$ cat src/rtl/overture_pkg.sv
// Shared Overture core types: opcode classes, condition codes, fetch sequencer states.
// Types only; no latency or backpressure of its own.
// Imported by overture_fetch_branch.
package overture_pkg;

  typedef enum logic [1:0] {
    OP_IMM  = 2'b00,
    OP_CALC = 2'b01,
    OP_COPY = 2'b10,
    OP_COND = 2'b11
  } op_class_e;

  typedef enum logic [2:0] {
    COND_NEVER      = 3'b000,
    COND_EQUAL      = 3'b001,
    COND_LESS       = 3'b010,
    COND_LESS_EQ    = 3'b011,
    COND_ALWAYS     = 3'b100,
    COND_NOT_EQ     = 3'b101,
    COND_GREATER_EQ = 3'b110,
    COND_GREATER    = 3'b111
  } cond_e;

  typedef enum logic [1:0] {
    IDLE   = 2'b00,
    FETCH  = 2'b01,
    ISSUE  = 2'b10,
    BRANCH = 2'b11
  } fetch_state_e;

  function automatic logic is_cond_op(input logic [7:0] op);
    return op_class_e'(op[7:6]) == OP_COND;
  endfunction

endpackage

$ cat src/rtl/overture_fetch_branch.sv
// Overture fetch/PC sequencer; optional taken-branch counter under `OVERTURE_BRANCH_STATS_EN.
// Latency: non-branch = fetch wait + 1 ISSUE cycle, branch = fetch wait + 1 BRANCH cycle (min 2).
// Backpressure: imem_req held until imem_valid; instr held in ISSUE until exec_ready.
module overture_fetch_branch
  import overture_pkg::*;
#(
  parameter int unsigned     PC_W     = 8,
  parameter logic [PC_W-1:0] RESET_PC = '0
) (
  input  logic            clk,
  input  logic            rst,
  input  logic            run,
  output logic            imem_req,
  output logic [PC_W-1:0] imem_addr,
  input  logic            imem_valid,
  input  logic [7:0]      imem_data,
  output logic [7:0]      instr,
  output logic            instr_valid,
  input  logic            exec_ready,
  output logic [2:0]      cond_sel,
  input  logic            cond_met,
  input  logic [PC_W-1:0] r0,
  output logic [PC_W-1:0] pc,
  output logic            busy
`ifdef OVERTURE_BRANCH_STATS_EN
  ,
  output logic [15:0]     taken_count
`endif
);

  fetch_state_e    state_q, state_d;
  logic [PC_W-1:0] pc_q, pc_d;
  logic [7:0]      instr_q, instr_d;
  logic [2:0]      cond_sel_q, cond_sel_d;
  logic [PC_W-1:0] pc_inc;

  assign pc_inc = pc_q + 1'b1;

  always_comb begin
    state_d    = state_q;
    pc_d       = pc_q;
    instr_d    = instr_q;
    cond_sel_d = cond_sel_q;
    case (state_q)
      IDLE: begin
        if (run) state_d = FETCH;
      end
      FETCH: begin
        if (imem_valid) begin
          instr_d = imem_data;
          if (is_cond_op(imem_data)) begin
            cond_sel_d = imem_data[2:0];
            state_d    = BRANCH;
          end else begin
            state_d = ISSUE;
          end
        end
      end
      ISSUE: begin
        if (exec_ready) begin
          pc_d    = pc_inc;
          state_d = run ? FETCH : IDLE;
        end
      end
      BRANCH: begin
        // r0 and cond_met are only trusted here; the single-outstanding execute stage has settled them.
        pc_d    = cond_met ? r0 : pc_inc;
        state_d = run ? FETCH : IDLE;
      end
      default: state_d = IDLE;
    endcase
  end

  always_ff @(posedge clk) begin
    if (rst) begin
      state_q    <= IDLE;
      pc_q       <= RESET_PC;
      instr_q    <= '0;
      cond_sel_q <= '0;
    end else begin
      state_q    <= state_d;
      pc_q       <= pc_d;
      instr_q    <= instr_d;
      cond_sel_q <= cond_sel_d;
    end
  end

  assign imem_req    = (state_q == FETCH);
  assign imem_addr   = pc_q;
  assign instr       = instr_q;
  assign instr_valid = (state_q == ISSUE);
  assign cond_sel    = cond_sel_q;
  assign pc          = pc_q;
  assign busy        = (state_q != IDLE);

`ifdef OVERTURE_BRANCH_STATS_EN
  logic [15:0] taken_count_q, taken_count_d;

  always_comb begin
    taken_count_d = taken_count_q;
    if (state_q == BRANCH && cond_met && taken_count_q != 16'hFFFF) begin
      taken_count_d = taken_count_q + 16'd1;
    end
  end

  always_ff @(posedge clk) begin
    if (rst) taken_count_q <= '0;
    else     taken_count_q <= taken_count_d;
  end

  assign taken_count = taken_count_q;
`endif

endmodule
$ cat config.mk
export PLATFORM = sky130hd
export DESIGN_NAME = overture_fetch_branch
export DESIGN_NICKNAME = d
export VERILOG_FILES = /design/src/rtl/overture_pkg.sv /design/src/rtl/overture_fetch_branch.sv
export SDC_FILE = /design/constraint.sdc
export NUM_CORES = 1
export LEC_CHECK = 0
export CORE_MARGIN = 5
export CORE_UTILIZATION = 39
export CTS_CLUSTER_SIZE = 40
export DETAILED_ROUTE_END_ITERATION = 7
export GPL_TIMING_DRIVEN = 0
export PLACE_DENSITY = 0.78
export SYNTH_ARGS = -nofsm -noshare
export SYNTH_HDL_FRONTEND = slang
export SYNTH_SLANG_ARGS = --single-unit
$ cat constraint.sdc
create_clock -name clk -period 1.9 [get_ports clk]
set_input_delay 0.38 -clock clk [delete_from_list [all_inputs] [get_ports clk]]
set_output_delay 0.38 -clock clk [all_outputs]
set_load 0.02 [all_outputs]
==> key figures <==
Timing
  • Final min period: 1.81 ns
  • Final period utilization: 95.1%
  • Slew Limit Fails: 0
  • Setup_tns: 0 ns
  • RSZ-0062 raised after global routing: false
  • Upper clock frequency limit: 0.554 GHz
  • Final Setup Violations: 0
  • Slew @ Worst Pin: 0.510 ns
  • Final Hold Vio Count: 0
  • Clock Skew: 0.0107 ns
  • Slew HR: 65.8%

Setup path
  • R2R depth: 5
  • Reg2reg end: imem_addr[6]
  • Worst Path Buf+Inv: 2
  • CP startpoint: imem_addr[4]
  • CP Launch Type: flop
  • Cell chain of the critical path: buf_4, clkdlybuf4s50_1
  • Crit Path Max Fanout: 8
  • Slowest CP cell: clkdlybuf4s50_1
  • Crit. End Element: output port
  • Worst Setup Path Type: flop to output port
  • CP Data Required Time: 1.52 ns
  • Worst flop-to-flop path startpoint: imem_addr[0]
  • Critical path depth: 2
  • Worst setup path endpoint: pc[4]
  • Critical Path AT: 1.43 ns
  • CP peak stage delay: 0.58 ns
  • Largest delay contributor family on the critical path: buffers and inverters
  • R2R Setup Slk: 0.45 ns

Global route
  • Grt ovf: 0
  • Largest net degree at the start of global routing: 12
  • First-pass GRT wire length: 4560 microns
  • Vias in the first global route: 1038
  • Initial antenna violation count: 0
  • Tot GR Track Use: 16.0%

Yosys
  • Top cells by area, synth: dfxtp_1, mux2i_1, buf_4
  • Ys Warns: 0
  • Post-Synth XOR/XNOR Area: 0%
  • Area share of the largest cell type after synthesis: 40.5%
  • Syn Std Cell Area: 1040 sq um
  • Multiplexer share of the synthesized area: 10.6%
  • FF+latch count, synth: 21
  • Yosys cell types: 35
  • Largest family of logic cells by synthesized area: simple AND/OR/NAND/NOR gates
  • Adder-Cell Fraction of Synth Area: 1.20%
  • Post-Syn Area per Cell: 8.95 sq um
  • Simple logic cell fraction of the synthesized area: 22.3%
  • Synth cell count leaders: dfxtp_1, nor2_1, mux2i_1
  • Most common cell in the netlist: dfxtp_1
  • Cells after Synth: 116
  • Sequential fraction of the synthesis area: 40.5%
  • Syn Nets: 139
  • Largest area contributor in the netlist: dfxtp_1
  • FFs w/ async S/R, synth: 0%
  • Compound-Gate Fraction of Synth Area: 16.3%
  • Top FF cell, synth: dfxtp_1
  • Number of synthesized flops with an enable pin: 0

Layout
  • Nets@finish: 195
  • N_diodes: 0
  • P&R area growth vs syn: 55.9%
  • Post-layout util: 64.2%
  • Number of fill cells in the layout: 229
  • Ratio of cells with drive above 1 in the final layout: 16.4%
  • Post-route cell area: 1620 sq um

Detailed routing
  • DR WL met2: 1280 microns
  • Total wire length: 2730 microns
  • # DRC: 0
  • Iter 0 DRT Violations: 11
  • Top sig layer: met4
  • DR vias: 1021
  • WL/cell: 13.6 microns
  • Via density: 5.08
  • 1st-pass router iterations: 4
  • Antenna Nets Post-Route: 0
  • DR WL met3: 286 microns
  • Metal-1 WL: 1130 microns

Clocking
  • Clock Pin Slew Worst Setup and Hold Paths: 0.11 ns
  • Post-CTS Setup Bufs: 0
  • CTS tree: yes
  • CTS Root Cell: clkbuf_4
  • Num CTS Buffers: 3
  • Max clock buf depth: 2
  • H-Tree Depth: 1
  • CTS sink count: 21
  • Clk_lat worst skew: 0.31 ns

Die
  • Core box area: 2520 sq um
  • Die width: 61.6 microns
  • Starting Density: 41.2%
  • Die H: 61.6 microns
  • Io pins: 52
  • Area of the die: 3790 sq um
  • Row Count: 18

Power
  • Leakage: 0.637 nW
  • Peak supply drop: 0.000516 V
  • Pwr Density: 563 nW/um^2

Outcome
  • Status: complete, no violations

Placement
  • IO buf count: 51
  • GP Congestion: 0.736
  • Post-DP HPWL: 2130 microns
  • Placement Cell Area: 1590 sq um

Job
  • Max-cap violations: 0

Hold path
  • Cell depth of the worst hold path: 2
  • Worst Hold Class: flop to flop
registers in the layout, indices dropped and copies added, names as in the netlist:
register   cells
cond_sel       3
imem_addr      8
instr          8
state_q        2
final cells by class:
class	instances	area, sq um	share of cell area, %
Buffer	13	91.3	5.64
Clock buffer	4	26.3	1.62
Inverter	1	3.75	0.232
Multi-Input combinational cell	81	523	32.3
Sequential cell	21	430	26.6
Timing Repair Buffer	51	507	31.3
Tap cell	30	37.5	2.32
cell usage in the layout (no fill, tap or decap), types with 4 or more instances in the layout:
| cell | n |
|---|---|
| dfxtp_1 | 13 |
| dfxtp_2 | 8 |
| a31oi_1 | 4 |
| nand2_1 | 7 |
| mux2i_1 | 11 |
| clkdlybuf4s50_1 | 48 |
| or3_1 | 4 |
| a21oi_1 | 7 |
| nor2_1 | 13 |
| nand3_1 | 5 |
| buf_4 | 9 |
| o21ai_0 | 6 |
metal layers:
layer,global-route usage (%),vias up
li1,-,519
met1,18.7,459
met2,26.9,39
met3,5.03,4
met4,6.36,0
met5,0,-
per-stage QoR:
stage	worst slack (ns)	instances	hold slack [ns]	power (mW)
floorplan	0.395	116	0.478	0.588
global route	0.0301	201	0.525	0.960
global placement	0.158	197	0.474	0.697
finish	0.0935	201	0.512	0.912
CTS	0.00485	201	0.523	0.924
detailed placement	0.0937	197	0.493	0.702
worst reg2reg max path: stages, from the launching register on:
cell	delay [ns]
dfxtp_2	0.41
ha_1	0.20
and3_1	0.20
nand3_1	0.10
or3_1	0.35
a21oi_1	0.12
kinds of logic after synthesis:
kind of cell             count (synthesis)
AO/OA/AOI/OAI                           26
adder cells (fa/ha/maj)                  1
buffers and inverters                   14
flip-flops                              21
multiplexers                            11
AND/OR/NAND/NOR                         43
what timing repair did:
action,4_1_cts,5_1_grt
gates resized for setup,5,6
endpoints found under the setup margin,4,6
hold buffers,0,0
power by group:
part / switching [mW] / internal (mW) / leakage [nW]
Sequential: 0.0160 / 0.459 / 0.174
Combinational: 0.0938 / 0.119 / 0.448
Clock: 0.142 / 0.0820 / 0.0150
worst min path at each step:
stage,startpoint,end,slack [ns]
final,instr[4],instr[4],0.51
after global routing,imem_addr[2],imem_addr[2],0.52
after CTS,instr[0],instr[0],0.52
after detailed placement,instr[0],instr[0],0.49
after global placement,instr[2],instr[2],0.47
after floorplan,imem_valid,state_q[0],0.48
(Power assumes the default switching activity.)
